### config.mk
export PLATFORM = sky130hd
export DESIGN_NAME = bm1387_result_collector_flat
export DESIGN_NICKNAME = d
export VERILOG_FILES = /design/src/rtl/bm1387_result_collector_if.sv /design/src/rtl/bm1387_result_collector.sv /design/src/flat_wrapper.sv
export SDC_FILE = /design/constraint.sdc
export NUM_CORES = 1
export LEC_CHECK = 0
export ABC_CLOCK_PERIOD_IN_PS = 8100
export CORE_ASPECT_RATIO = 2
export CORE_MARGIN = 2
export CORE_UTILIZATION = 30
export CTS_CLUSTER_SIZE = 40
export DETAILED_ROUTE_END_ITERATION = 16
export GPL_ROUTABILITY_DRIVEN = 1
export PLACE_DENSITY = 0.6
export SYNTH_ARGS = -nofsm -noshare
export SYNTH_HDL_FRONTEND = slang
export SYNTH_SLANG_ARGS = --single-unit
export TNS_END_PERCENT = 1
### constraint.sdc
create_clock -name clk_100m -period 8.1 [get_ports clk_100m]
set_input_delay 0.81 -clock clk_100m [delete_from_list [all_inputs] [get_ports clk_100m]]
set_output_delay 0.81 -clock clk_100m [all_outputs]
set_load 0.02 [all_outputs]
### src/rtl/bm1387_result_collector_if.sv
// Result-collector bus: BM1387 result handshake on one side, FWFT readout and status on the other.
// The collector drives through the master modport; the ASIC/firmware environment uses slave.
interface bm1387_result_collector_if #(
  parameter int ADDR_W = 3
);
  logic              hash_valid;
  logic [31:0]       found_nonce;
  logic [255:0]      found_hash;
  logic [7:0]        job_id;
  logic              flush;
  logic              result_ack;
  logic              res_valid;
  logic              res_ready;
  logic [7:0]        res_job_id;
  logic [31:0]       res_nonce;
  logic [31:0]       res_hash_msw;
  logic [ADDR_W:0]   fifo_level;
  logic [15:0]       drop_count;
  logic              overflow;

  modport master (
    input  hash_valid, found_nonce, found_hash, job_id, flush, res_ready,
    output result_ack, res_valid, res_job_id, res_nonce, res_hash_msw,
           fifo_level, drop_count, overflow
  );

  modport slave (
    output hash_valid, found_nonce, found_hash, job_id, flush, res_ready,
    input  result_ack, res_valid, res_job_id, res_nonce, res_hash_msw,
           fifo_level, drop_count, overflow
  );
endinterface

### src/rtl/bm1387_result_collector.sv
// Captures BM1387 found-nonce results, acknowledges them to the ASIC and queues
// {job_id, nonce, hash MSW} in a first-word fall-through FIFO, counting overflow drops.
module bm1387_result_collector #(
  parameter int FIFO_DEPTH = 8,
  parameter int ADDR_W     = 3,
  parameter int ACK_HOLD   = 2
) (
  input  logic                        clk_100m,
  input  logic                        reset_n,
  bm1387_result_collector_if.master   bus
);

  typedef enum logic [1:0] {
    IDLE     = 2'd0,
    ACK      = 2'd1,
    WAIT_LOW = 2'd2
  } state_t;

  localparam logic [3:0]        ACK_LAST   = 4'(ACK_HOLD - 1);
  localparam logic [ADDR_W:0]   DEPTH_L    = (ADDR_W + 1)'(FIFO_DEPTH);
  localparam logic [ADDR_W:0]   LEVEL_ZERO = {(ADDR_W + 1){1'b0}};
  localparam logic [ADDR_W:0]   LEVEL_ONE  = {{ADDR_W{1'b0}}, 1'b1};
  localparam logic [ADDR_W-1:0] PTR_ZERO   = {ADDR_W{1'b0}};
  localparam logic [ADDR_W-1:0] PTR_ONE    = {{(ADDR_W - 1){1'b0}}, 1'b1};

  state_t            state_r, state_next_s;
  logic [3:0]        ack_cnt_r, ack_cnt_next_s;
  logic              result_ack_r;
  logic              capture_s;

  logic [71:0]       mem_r [FIFO_DEPTH];
  logic [71:0]       head_s;
  logic [ADDR_W-1:0] wr_ptr_r, rd_ptr_r;
  logic [ADDR_W:0]   level_r;
  logic [15:0]       drop_r;
  logic              overflow_r;
  logic              not_empty_s, pop_s, push_s, drop_s;

  // FSM state, hold counter and registered ACK output
  always_ff @(posedge clk_100m or negedge reset_n) begin
    if (!reset_n) begin
      state_r      <= IDLE;
      ack_cnt_r    <= 4'd0;
      result_ack_r <= 1'b0;
    end else begin
      state_r      <= state_next_s;
      ack_cnt_r    <= ack_cnt_next_s;
      result_ack_r <= (state_next_s == ACK);
    end
  end

  // Next-state logic; a level still high after ACK parks in WAIT_LOW so it is captured once
  always_comb begin
    state_next_s   = state_r;
    ack_cnt_next_s = ack_cnt_r;
    capture_s      = 1'b0;
    case (state_r)
      IDLE: begin
        if (bus.hash_valid) begin
          capture_s      = 1'b1;
          ack_cnt_next_s = 4'd0;
          state_next_s   = ACK;
        end else begin
          state_next_s   = IDLE;
        end
      end
      ACK: begin
        if (ack_cnt_r == ACK_LAST) begin
          state_next_s   = WAIT_LOW;
        end else begin
          ack_cnt_next_s = ack_cnt_r + 4'd1;
        end
      end
      WAIT_LOW: begin
        if (!bus.hash_valid) begin
          state_next_s = IDLE;
        end else begin
          state_next_s = WAIT_LOW;
        end
      end
      default: begin
        state_next_s = IDLE;
      end
    endcase
  end

  // FIFO push/pop/drop decisions; a pop frees the slot for a same-cycle push when full
  always_comb begin
    not_empty_s = (level_r != LEVEL_ZERO);
    pop_s       = not_empty_s && bus.res_ready;
    push_s      = capture_s && !bus.flush && ((level_r != DEPTH_L) || pop_s);
    drop_s      = capture_s && !bus.flush && (level_r == DEPTH_L) && !pop_s;
    head_s      = mem_r[rd_ptr_r];
  end

  // Entry storage; contents are only visible while counted by level_r, so no reset
  always_ff @(posedge clk_100m) begin
    if (push_s) begin
      mem_r[wr_ptr_r] <= {bus.job_id, bus.found_nonce, bus.found_hash[255:224]};
    end
  end

  // Pointers and occupancy
  always_ff @(posedge clk_100m or negedge reset_n) begin
    if (!reset_n) begin
      wr_ptr_r <= PTR_ZERO;
      rd_ptr_r <= PTR_ZERO;
      level_r  <= LEVEL_ZERO;
    end else if (bus.flush) begin
      wr_ptr_r <= PTR_ZERO;
      rd_ptr_r <= PTR_ZERO;
      level_r  <= LEVEL_ZERO;
    end else begin
      if (push_s) wr_ptr_r <= wr_ptr_r + PTR_ONE;
      if (pop_s)  rd_ptr_r <= rd_ptr_r + PTR_ONE;
      case ({push_s, pop_s})
        2'b10:   level_r <= level_r + LEVEL_ONE;
        2'b01:   level_r <= level_r - LEVEL_ONE;
        default: level_r <= level_r;
      endcase
    end
  end

  // Saturating drop counter and sticky overflow; unaffected by flush
  always_ff @(posedge clk_100m or negedge reset_n) begin
    if (!reset_n) begin
      drop_r     <= 16'd0;
      overflow_r <= 1'b0;
    end else if (drop_s) begin
      drop_r     <= (drop_r == 16'hFFFF) ? drop_r : drop_r + 16'd1;
      overflow_r <= 1'b1;
    end
  end

  assign bus.result_ack   = result_ack_r;
  assign bus.res_valid    = not_empty_s;
  assign bus.res_job_id   = not_empty_s ? head_s[71:64] : 8'h00;
  assign bus.res_nonce    = not_empty_s ? head_s[63:32] : 32'h0000_0000;
  assign bus.res_hash_msw = not_empty_s ? head_s[31:0]  : 32'h0000_0000;
  assign bus.fifo_level   = level_r;
  assign bus.drop_count   = drop_r;
  assign bus.overflow     = overflow_r;

endmodule

### src/flat_wrapper.sv
// flat-port wrapper written by rule: the top's interface ports become plain ports
module bm1387_result_collector_flat 
#(
  parameter int FIFO_DEPTH = 8,
  parameter int ADDR_W     = 3,
  parameter int ACK_HOLD   = 2
)
  (clk_100m, reset_n, bus_hash_valid, bus_found_nonce, bus_found_hash, bus_job_id, bus_flush, bus_res_ready, bus_result_ack, bus_res_valid, bus_res_job_id, bus_res_nonce, bus_res_hash_msw, bus_fifo_level, bus_drop_count, bus_overflow);
  bm1387_result_collector_if #(.ADDR_W(ADDR_W)) bus_i ();
  input  logic clk_100m;
  input  logic reset_n;
  input wire logic [$bits(bus_i.hash_valid)-1:0] bus_hash_valid;
  input wire logic [$bits(bus_i.found_nonce)-1:0] bus_found_nonce;
  input wire logic [$bits(bus_i.found_hash)-1:0] bus_found_hash;
  input wire logic [$bits(bus_i.job_id)-1:0] bus_job_id;
  input wire logic [$bits(bus_i.flush)-1:0] bus_flush;
  input wire logic [$bits(bus_i.res_ready)-1:0] bus_res_ready;
  output wire logic [$bits(bus_i.result_ack)-1:0] bus_result_ack;
  output wire logic [$bits(bus_i.res_valid)-1:0] bus_res_valid;
  output wire logic [$bits(bus_i.res_job_id)-1:0] bus_res_job_id;
  output wire logic [$bits(bus_i.res_nonce)-1:0] bus_res_nonce;
  output wire logic [$bits(bus_i.res_hash_msw)-1:0] bus_res_hash_msw;
  output wire logic [$bits(bus_i.fifo_level)-1:0] bus_fifo_level;
  output wire logic [$bits(bus_i.drop_count)-1:0] bus_drop_count;
  output wire logic [$bits(bus_i.overflow)-1:0] bus_overflow;
  assign bus_i.hash_valid = bus_hash_valid;
  assign bus_i.found_nonce = bus_found_nonce;
  assign bus_i.found_hash = bus_found_hash;
  assign bus_i.job_id = bus_job_id;
  assign bus_i.flush = bus_flush;
  assign bus_i.res_ready = bus_res_ready;
  assign bus_result_ack = bus_i.result_ack;
  assign bus_res_valid = bus_i.res_valid;
  assign bus_res_job_id = bus_i.res_job_id;
  assign bus_res_nonce = bus_i.res_nonce;
  assign bus_res_hash_msw = bus_i.res_hash_msw;
  assign bus_fifo_level = bus_i.fifo_level;
  assign bus_drop_count = bus_i.drop_count;
  assign bus_overflow = bus_i.overflow;
  bm1387_result_collector #(.FIFO_DEPTH(FIFO_DEPTH), .ADDR_W(ADDR_W), .ACK_HOLD(ACK_HOLD)) u_core (.clk_100m(clk_100m), .reset_n(reset_n), .bus(bus_i));
endmodule
Word level (Yosys, flattened, before mapping). Memories as Yosys holds them, arrays and structs flattened. Index checks and enable logic that the tools add are counted. W data, S select, Z words.

Input bits: 301. Memories kept: 1. Latch bits: 0. Output and inout port bits: 95. Logic and storage cells: 63. Memory bits (read-only): 0. Bits in registers: 34. Memory bits (writable): 576.

Divide/modulo/power cells: 0. Muxes and demuxes: 20. Multiply operators: 0. Add/subtract/negate cells: 6. Shift-type cells: 0. Reductions and logical operators: 16. Order comparisons: 0. Bitwise gates (word level): 1. Equal/unequal tests: 11.

Memory list: u_core.mem_r (depth 8, width 72, read ports 1, clocked after Yosys merged registers in 0, write ports 1, line bm1387_result_collector.sv:31) `logic [71:0] mem_r [FIFO_DEPTH];`.

Operators with widths (number): $mux W32 (2); $add A16 B1 Y16 const B (1); $eq A16 B16 Y1 const B (1); $pmux W4 S2 (2); $mux W3 (4); $mux W4 (3); $add A4 B1 Y4 const B (2); $mux W8 (1); $add A3 B1 Y3 const B (2); $eq A2 B1 Y1 const B (3); $pmux W2 S3 (1); $reduce_bool A2 Y1 (3); $logic_and A1 B1 Y1 (5); $mux W1 (5); $eq A2 B2 Y1 const B (2); $eq A4 B1 Y1 const B (1); $eq A4 B4 Y1 const B (1); $mux W2 (2); $ne A2 B2 Y1 const B (2); $ne A4 B4 Y1 const B (1); $reduce_bool A4 Y1 (1); $sub A4 B1 Y4 const B (1); $reduce_and A3 Y1 (1); $reduce_bool A3 Y1 (1); 5 further kinds (6).

Longest topological paths before layout. Gate-level depths: netlist of run 1.

Depth after elaboration: 7. Gate-level depth with buffers: 9. Gate-level depth less buffers: 8.

Worst setup path after synthesis of run 1. OpenSTA, ideal clock, no wires.

Kind: input to register. From: in bus_flush. To: mem u_core.mem_r[0][0] (enable). Cell stages on the path: 4. Setup time: 0.590 ns. Buffers on the path: 0. Required time: 7.510 ns. Slack: 0.761 ns. Arrival time: 6.749 ns. Path through: or4b_4 a21oi_1 nand2b_1 nor3_1.

Word-level cells in the longest chain between the ends: 5.

RTL lines: from (decl) (line flat_wrapper.sv:16) `input wire logic [$bits(bus_i.flush)-1:0] bus_flush;`; $logic_not A1 Y1 (line bm1387_result_collector.sv:91) `push_s = capture_s && !bus.flush && ((level_r != DEPTH_L) || pop_s);`; $logic_and A1 B1 Y1 (2 in series) (line bm1387_result_collector.sv:91); $mux W1 (line bm1387_result_collector.sv:98) `if (push_s) begin`; $mux W1 (implied by the code) (line bm1387_result_collector.sv:99) `mem_r[wr_ptr_r] <= {bus.job_id, bus.found_nonce, bus.found_hash[255:224]};`; to (decl) (line bm1387_result_collector.sv:31).

No other way between the ends.

Worst setup path after layout of run 1.
From: reg u_core.rd_ptr_r[0]. To: out bus_res_hash_msw[27].

Word-level cells in the longest chain between the ends: 2.

RTL lines: from (decl) (line bm1387_result_collector.sv:33) `logic [ADDR_W-1:0] wr_ptr_r, rd_ptr_r;`; from (signal assigned) (line bm1387_result_collector.sv:115) `if (pop_s) rd_ptr_r <= rd_ptr_r + PTR_ONE;`; $mem_v2 Z8 W72; $mux W32 (line bm1387_result_collector.sv:139) `assign bus.res_hash_msw = not_empty_s ? head_s[31:0] : 32'h0000_0000;`; to (decl) (line flat_wrapper.sv:22) `output wire logic [$bits(bus_i.res_hash_msw)-1:0] bus_res_hash_msw;`.

No other way between the ends.

==> metrics.yaml, run 1 <==
numCtsBuffers: 55
cell_internal_pwr_mw: 6.13
synthSimpleGateAreaFrac: 0.0328
skew_ps: 46.9
hold_class: "reg2reg"
ys_dominant_reg_cell: "edfxtp_1"
synth_fp_nets: 1398
dp_hpwl_um: 29100
grt_pass1_vias: 12200
worst-r2r-setup-slack_ps: 4490
worstReg2RegEnd: "u_core.mem_r[3][24]"
finalNonFillerCells: 2367
ys_seq_elements: 610
min_from: "u_core.bus.overflow"
yosysSeqAreaShare: 0.769
avgSynthCellArea_um2: 21.7
start_kind: "flop"
power.share.clock: 0.304
critPathKind: "reg2out"
comb_power_share: 0.267
yosys.area.top_type: "edfxtp_1"
synth_top_family_by_area: "multiplexers"
cts_root_buf: "clkbuf_16"
htree_levels: 2
power.density_nw_per_um2: 304
seq_area_um2: 18200
die_x_um: 202
multi_input_area_um2: 5290
cp_max_fo: 43
cts_tree: "yes"
routed_wl_um: 51800
finalPower_mw: 8.66
num_vias: 11200
worst_pin_slew_ps: 971
initial_core_util: 0.303
finalCritPeriodShare: 0.589
tns_ps: 0
maxCapViolations: 0
ys_async_sr_fraction: 0.0557
yosysMostFrequentCell: "edfxtp_1"
wl_per_cell_um: 21.9
drive_above_1_share: 0.208
vdd_drop_max_uv: 229
clk_pin_slew_worst_paths_ps: 60
fill_cells: 7237
report.final.setup_viol: 0
drtAntennaViolNets: 0
grt_setup_unrepaired: "false"
reg2reg_depth: 5
vias_per_cell: 4.72
end_kind: "primary output"
cts-resized-gates: 0
drc: 0
fin_crit_ps: 4770
r2r_start: "u_core.state_r[0]"
post_synth_mux_area_share: 0.171
grt_pass1_wl_um: 77200
whs_ps: 470
gp_congestion: 0.754
area_growth_pct: 20.7
synth_top_area_frac: 0.733
synth.top_cells.by_area: "edfxtp_1 73%, mux4_2 14%, dfrtp_1 3.6%, mux2i_1 3.1%, nor2_1 1.5%"
p_sw_mw: 2.53
drtIter0Drc: 567
syn_inst: 1090
antenna_found_initial: 4
die_h_um: 401
synth-edff-count: 576
synthTopCellsByCount: "576 x edfxtp_1, 144 x mux4_2, 94 x nor2_1"
yosys.cell_types.count: 48
dieArea_um2: 81100
arrival_ps: 3960
cts_setup_buffers: 0
clockBufferDepth: 3
max_slew_margin: 0.353
synth_compound_area_frac: 0.00694
status: "finished clean"
coreArea_um2: 78000
grt_use_total: 0.128
synthAdderAreaFrac: 0.00371
postCtsHoldBufs: 0
io-pin-count: 396
hold_end: "u_core.bus.overflow"
port_buffers: 171
ys_warn_count: 0
pwr-share-seq: 0.429
hold_viol: 0
p_leak_nw: 8.75
switching_share: 0.292
cp.required_ps: 7290
num_rows: 145
globalRoute.totalOverflow: 0
fmax_ghz: 0.210
final_nets: 1598
slew_violations: 0
grt_max_degree: 73
firstDrtPassIters: 4
synth_xor_area_frac: 0.00742
clkLatencyLatePin_ps: 640
hold_depth: 1
cts_sinks: 610
dp.cells: 2262
synth_area_um2: 23600
[worst max-delay path, stage by stage, from the launching register on]
cell and delay, ps:
dfrtp_4 1000, buf_4 740, mux4_2 580, mux2i_1 250
nor2_1 70, clkdlybuf4s50_1 580
[worst max path at each step]
stage          slack [ps]  cells after the start                from              endpoint
6_report             3330                      5  u_core.rd_ptr_r[0]  bus_res_hash_msw[27]
5_1_grt              2980                      5  u_core.rd_ptr_r[0]  bus_res_hash_msw[27]
4_1_cts              3130                      5  u_core.rd_ptr_r[0]  bus_res_hash_msw[27]
3_5_place_dp         3070                      6           bus_flush   u_core.mem_r[3][27]
3_3_place_gp         3120                      6           bus_flush   u_core.mem_r[3][14]
2_1_floorplan         760                      4           bus_flush    u_core.mem_r[0][0]
[stage by stage]
stage	worst slack [ps]	util	area (um2)
after floorplan	761	-	23600
after global placement	3120	0.342	26600
after detailed placement	3070	0.342	26600
after CTS	3130	0.365	28500
after global routing	2980	0.365	28500
final	3330	0.365	28500
[routing by layer]
| metal | track usage | vias to the layer above | wire length (um) |
|---|---|---|---|
| met2 | 0.226 | 288 | 26400 |
| met4 | 0.0439 | 4 | 1310 |
| met3 | 0.0329 | 82 | 3200 |
| met5 | 0 | - | 27 |
| li1 | - | 4873 | - |
| met1 | 0.149 | 5927 | 20800 |
[cells by family (layout without fill, tap and decap cells)]
kind of cell,after synthesis,count (layout)
flops,610,610
mux,222,222
simple gates,157,157
buf+inv,52,296
compound gates,22,22
xor+xnor,20,20
fa+ha+maj,7,7
other cells,0,4
[flip-flops by register name, summed over array words and instances (netlist names)]
name	count
u_core.ack_cnt_r	4
u_core.bus.drop_count	16
u_core.bus.fifo_level	4
u_core.bus.overflow	1
u_core.bus.result_ack	1
u_core.mem_r	576
u_core.rd_ptr_r	3
u_core.state_r	2
u_core.wr_ptr_r	3
[layout by cell type (no fill, tap or decap), types with 4 or more instances in the layout]
cell type	netlist	final
edfxtp_1	576	576
clkdlybuf4s50_1	0	171
mux4_2	144	144
nor2_1	94	88
mux2i_1	74	74
clkbuf_16	0	55
dfrtp_1	34	31
nand2_1	19	19
buf_4	3	18
xor2_1	13	13
nand2b_1	10	10
clkinv_2	0	10
clkinv_1	0	9
nand3_1	7	7
xnor2_1	7	7
ha_1	7	7
a21oi_1	6	6
nor2_4	0	6
nand4_1	6	6
bufinv_16	0	6
clkinvlp_4	0	5
clkinv_4	0	5
diode_2	0	4
nor3_2	2	4
o21ai_1	4	4
mux2_1	4	4
clkbuf_1	18	4
[power by group through the flow]
stage                     Clock, mW  Combinational, mW  Sequential, mW
after global routing           2.82               2.49            3.74
after global placement            0               2.35            3.78
after CTS                      2.73               2.38            3.72
after detailed placement          0               2.37            3.79
after floorplan                   0               1.48            3.71
final                          2.64               2.31            3.71
[area by class of cell]
type | count | area share
inverters | 3 | 0.000395
diodes | 4 | 0.000351
clock inverters | 42 | 0.0156
clock buffers | 59 | 0.0488
multi-input cells | 428 | 0.185
flip-flops and latches | 610 | 0.637
repair buffers | 192 | 0.0669
well taps | 1029 | 0.0452
(Power assumes the default switching activity.)
==> run 2: changes to the inputs <==
--- a/config.mk
+++ b/config.mk
@@ -5,14 +5,14 @@
 export SDC_FILE = /design/constraint.sdc
 export NUM_CORES = 1
 export LEC_CHECK = 0
-export ABC_CLOCK_PERIOD_IN_PS = 8100
+export ABC_CLOCK_PERIOD_IN_PS = 4300
 export CORE_ASPECT_RATIO = 2
 export CORE_MARGIN = 2
 export CORE_UTILIZATION = 30
 export CTS_CLUSTER_SIZE = 40
 export DETAILED_ROUTE_END_ITERATION = 16
 export GPL_ROUTABILITY_DRIVEN = 1
-export PLACE_DENSITY = 0.6
+export PLACE_DENSITY = 0.62
 export SYNTH_ARGS = -nofsm -noshare
 export SYNTH_HDL_FRONTEND = slang
 export SYNTH_SLANG_ARGS = --single-unit
==> constraint.sdc (replaced) <==
create_clock -name clk_100m -period 4.3 [get_ports clk_100m]
set_input_delay 0.43 -clock clk_100m [delete_from_list [all_inputs] [get_ports clk_100m]]
set_output_delay 0.43 -clock clk_100m [all_outputs]
set_load 0.02 [all_outputs]
==> run 2 against run 1 <==
Compared with the run above:
- flip-flop and latch count stayed put
- design area is 1.3% higher
- setup slack worse by 2600 ps
- worst hold slack worse by 220 ps
==> metrics.yaml, run 2 (synthesis gave the netlist of run 1 again) <==
num_vias: 11200
postLayoutCoreUtil: 0.370
io-pin-count: 396
num_antenna_cells: 0
finalCritPeriodShare: 0.820
top_register: "u_core.mem_r"
largest_register_ffs: 576
cp_slowest_cell: "clkdlybuf4s50_1"
final_cell_mix: "576 x edfxtp_1, 171 x clkdlybuf4s50_1, 144 x mux4_2"
num_rows: 145
hold_viol: 0
grt_pass1_wl_um: 76400
cp_max_fo: 33
grt_use_total: 0.125
dieArea_um2: 81100
globalRoute.totalOverflow: 0
fmax_ghz: 0.283
maxCapViolations: 0
dp_hpwl_um: 30500
initial_core_util: 0.303
slowest_delay_ps: 550
p_leak_nw: 8.89
grt_max_degree: 54
start_kind: "flop"
numCtsBuffers: 53
hold_class: "in2async"
worst_pin_slew_ps: 517
critPathKind: "reg2out"
grt_pass1_vias: 12200
coreArea_um2: 78000
area_growth_pct: 22.3
firstDrtPassIters: 5
layout_commonest_cell: "edfxtp_1"
fin_crit_ps: 3530
cts_setup_buffers: 0
die_h_um: 401
postCtsHoldBufs: 0
die_x_um: 202
vias_per_cell: 4.68
cts_root_buf: "clkbuf_16"
worstPathCellList: "buf_12, buf_4, mux4_2, mux2i_1, nor2_1, clkdlybuf4s50_1"
slew_violations: 0
gp_congestion: 0.712
end_kind: "primary output"
wl_per_cell_um: 21.3
htree_levels: 2
grt_setup_unrepaired: "false"
antenna_found_initial: 0
vdd_drop_max_uv: 424
power.density_nw_per_um2: 565
cp.required_ps: 3870
clockBufferDepth: 3
arrival_ps: 3100
routed_wl_um: 50800
max_slew_margin: 0.655
drive_above_1_share: 0.218
cts-resized-gates: 0
clk_pin_slew_worst_paths_ps: 70
skew_ps: 24.3
drtIter0Drc: 564
port_buffers: 171
finalNonFillerCells: 2386
dp.cells: 2288
report.final.setup_viol: 0
status: "finished clean"
cts_sinks: 610
drtAntennaViolNets: 0
cts_tree: "yes"
final_nets: 1622
drc: 0
clkLatencyLatePin_ps: 610
whs_ps: 246
[run 2: changes by cell type in the layout (fill, tap and decap cells not counted), sizes merged]
cell | previous run | this run
clkinvlp | 6 | 4
clkinv | 26 | 18
bufinv | 6 | 5
inv | 7 | 9
buf | 21 | 47
diode | 4 | 0
clkbuf | 59 | 65
[run 2: per-stage QoR]
stage               setup slack [ps]  cell area, um2  TNS, ps  power (mW)
floorplan                       -729           23600  -373880        9.77
global placement                 978           27100        0        11.7
detailed placement               995           27100        0        11.7
CTS                              630           28900        0        16.6
global route                     575           28900        0        17.0
finish                           773           28900        0        16.3
[run 2: metal layers]
| layer | share of wire | wire [um] | GRT usage | vias up |
|---|---|---|---|---|
| li1 | - | - | - | 4917 |
| met1 | 0.39 | 19700 | 0.144 | 5890 |
| met2 | 0.53 | 26900 | 0.227 | 279 |
| met3 | 0.057 | 2890 | 0.0293 | 69 |
| met4 | 0.025 | 1290 | 0.0421 | 0 |
| met5 | 0 | 0 | 0 | - |
[run 2: final timing paths]
path	endpoint	cells past startpoint	slack, ps	start
min in group clk_100m	u_core.bus.overflow	1	490	u_core.bus.overflow
worst min-delay path	u_core.bus.result_ack	2	250	reset_n
worst max-delay path	bus_res_hash_msw[27]	6	770	u_core.rd_ptr_r[0]
worst min register to register	u_core.bus.overflow	1	490	u_core.bus.overflow
max in group asynchronous	u_core.rd_ptr_r[0]	2	3680	reset_n
worst max register to register	u_core.mem_r[1][26]	6	1560	u_core.state_r[0]
[run 2: where the power goes]
part	internal [mW]	total (mW)	switching (mW)	leakage (nW)
sequential	6.72	6.88	0.159	5.64
clock	2.64	4.80	2.16	0.846
combinational	2.22	4.62	2.40	2.41
total	11.6	16.3	4.72	8.89
[run 2: final cells by class]
class                   count  area, um2
clock buffers              65       1390
clock inverters            33        355
fillers                  7161      49200
inverters                   3       11.3
multi-input cells         428       5300
flip-flops and latches    610      18200
well taps                1029       1290
repair buffers            218       2350
[run 2: critical path, delay by kind of cell, from the launching register on]
kind | cells | cell delay [ps]
muxes | 2 | 770
DFF | 1 | 490
buffers and inverters | 3 | 1070
and+or+nand+nor | 1 | 80
==> run 3: changes to the inputs <==
--- a/config.mk
+++ b/config.mk
@@ -5,14 +5,14 @@
 export SDC_FILE = /design/constraint.sdc
 export NUM_CORES = 1
 export LEC_CHECK = 0
-export ABC_CLOCK_PERIOD_IN_PS = 4300
+export ABC_CLOCK_PERIOD_IN_PS = 3300
 export CORE_ASPECT_RATIO = 2
 export CORE_MARGIN = 2
 export CORE_UTILIZATION = 30
 export CTS_CLUSTER_SIZE = 40
 export DETAILED_ROUTE_END_ITERATION = 16
 export GPL_ROUTABILITY_DRIVEN = 1
-export PLACE_DENSITY = 0.62
+export PLACE_DENSITY = 0.6
 export SYNTH_ARGS = -nofsm -noshare
 export SYNTH_HDL_FRONTEND = slang
 export SYNTH_SLANG_ARGS = --single-unit
==> constraint.sdc (replaced) <==
create_clock -name clk_100m -period 3.3 [get_ports clk_100m]
set_input_delay 0.33 -clock clk_100m [delete_from_list [all_inputs] [get_ports clk_100m]]
set_output_delay 0.33 -clock clk_100m [all_outputs]
set_load 0.02 [all_outputs]
==> run 3 against run 2 <==
Compared with the run above:
- global-route usage rose by 0.63 points
- final cell count rose by 0.67%
- via count increased by 0.65%
- register-to-register slack worse by 900 ps
- non-clock buffer count grew 18
- design area rose by 1.3%
- highest routed layer is now met5
- critical path type unchanged
==> metrics.yaml, run 3 (synthesis gave the netlist of run 1 again) <==
worst_pin_slew_ps: 822
grt_setup_unrepaired: "true"
port_buffers: 171
initial_core_util: 0.303
final_area_um2: 29200
cts_tree: "yes"
dieArea_um2: 81100
layout_commonest_cell: "edfxtp_1"
die_x_um: 202
finalCritPeriodShare: 0.971
largest_register_ffs: 576
start_kind: "flop"
p_sw_mw: 6.30
tns_ps: 0
vdd_drop_max_uv: 705
skew_ps: 35.7
cts_root_buf: "clkbuf_16"
critPathKind: "reg2out"
cp.required_ps: 2970
antenna_found_initial: 6
gp_congestion: 0.742
power.share.clock: 0.293
cp_slowest_cell: "dfrtp_4"
worstPathCellList: "buf_6, mux4_2, mux2i_1, nor2_1, clkdlybuf4s50_1"
r2r_start: "u_core.state_r[0]"
comb_power_share: 0.292
end_kind: "primary output"
detailed_place.area_um2: 27300
clk_pin_slew_worst_paths_ps: 70
whs_ps: 199
finalNonFillerCells: 2402
postCtsHoldBufs: 0
report.final.setup_viol: 0
hold_class: "in2async"
drive_above_1_share: 0.231
pwr-share-seq: 0.415
num_vias: 11200
globalRoute.totalOverflow: 0
dp.cells: 2301
grt_max_degree: 67
final_nets: 1641
dp_hpwl_um: 32700
io-pin-count: 396
cts_sinks: 610
fmax_ghz: 0.312
max_slew_margin: 0.450
htree_levels: 2
status: "finished clean"
fill_cells: 7188
wl_per_cell_um: 22.2
drtAntennaViolNets: 0
switching_share: 0.293
routed_wl_um: 53400
grt_use_total: 0.132
die_h_um: 401
top_register: "u_core.mem_r"
arrival_ps: 2870
final_cell_mix: "576 x edfxtp_1, 144 x mux4_2, 137 x clkdlybuf4s50_1"
num_rows: 145
worstReg2RegEnd: "u_core.mem_r[1][16]"
fin_crit_ps: 3200
firstDrtPassIters: 6
vias_per_cell: 4.67
grt_pass1_vias: 12400
grt_pass1_wl_um: 79200
slew_violations: 0
p_leak_nw: 9.29
drtIter0Drc: 481
worst-r2r-setup-slack_ps: 660
cp_max_fo: 18
dp_slack_ps: 262
power.density_nw_per_um2: 736
setup_slack_ps: 97.3
clockBufferDepth: 3
drc: 0
reg2reg_depth: 5
cell_internal_pwr_mw: 15.2
maxCapViolations: 0
hold_viol: 0
slowest_delay_ps: 580
clkLatencyLatePin_ps: 630
coreArea_um2: 78000
numCtsBuffers: 54
area_growth_pct: 23.8
## run 3: changes by cell type in the layout (fill, tap and decap cells not counted), sizes merged, moves of 2 or more
cell	previous run	this run
dlymetal6s2s	0	16
buf	47	63
diode	0	2
clkinv	18	22
clkbuf	65	61
dlygate4sd2	0	18
clkdlybuf4s50	171	137
inv	9	6
## run 3: cell type report
| class | instances | area [um2] | share of cell area |
|---|---|---|---|
| Inverter | 3 | 11.3 | 0.000385 |
| Clock inverter | 34 | 369 | 0.0126 |
| Timing Repair Buffer | 236 | 2680 | 0.0916 |
| Clock buffer | 60 | 1370 | 0.0470 |
| Antenna cell | 2 | 5.00 | 0.000171 |
| Tap cell | 1029 | 1290 | 0.0441 |
| Multi-Input combinational cell | 428 | 5340 | 0.183 |
| Sequential cell | 610 | 18200 | 0.621 |
## run 3: worst max-delay path: cells and delay by family (launching register included)
family,cells,cell delay [ps]
flip-flops,1,580
buffers and inverters,2,870
AND/OR/NAND/NOR,1,70
multiplexers,2,730
## run 3: power by group through the flow
stage               Combinational [mW]  Clock [mW]  Sequential (mW)
floorplan                         3.65           0             9.09
global placement                  6.35           0             9.09
detailed placement                6.38           0             9.11
CTS                               6.44        6.50             8.93
global route                      6.77        6.72             8.96
finish                            6.28        6.29             8.93
## run 3: what timing repair did
item,4_1_cts,5_1_grt
gates cloned,1,1
hold endpoints to repair,0,0
gates resized for setup,27,19
setup endpoints to repair,56,30
buffers inserted,2,1
## run 3: per-stage QoR
| step | total power [mW] | util |
|---|---|---|
| global placement | 15.4 | 0.350 |
| CTS | 21.9 | 0.373 |
| detailed placement | 15.5 | 0.350 |
| floorplan | 12.7 | - |
| global route | 22.5 | 0.375 |
| finish | 21.5 | 0.375 |
## run 3: worst max path at each step
stage | start | endpoint | slack, ps | cells past startpoint
final | u_core.rd_ptr_r[0] | bus_res_nonce[23] | 100 | 5
after global routing | u_core.rd_ptr_r[0] | bus_res_nonce[20] | -50 | 5
after CTS | u_core.rd_ptr_r[0] | bus_res_nonce[8] | -90 | 6
after detailed placement | bus_flush | u_core.mem_r[1][12] | 260 | 6
after global placement | bus_flush | u_core.mem_r[1][12] | 270 | 6
after floorplan | u_core.state_r[0] | u_core.mem_r[7][0] | -430 | 4
## run 3: per-layer routing
metal  track usage  vias up  part of all wire
li1              -     4964                 -
met1         0.156     5917              0.40
met2         0.236      250              0.52
met3        0.0265       87             0.044
met4        0.0444       10             0.028
met5             0        -            0.0013
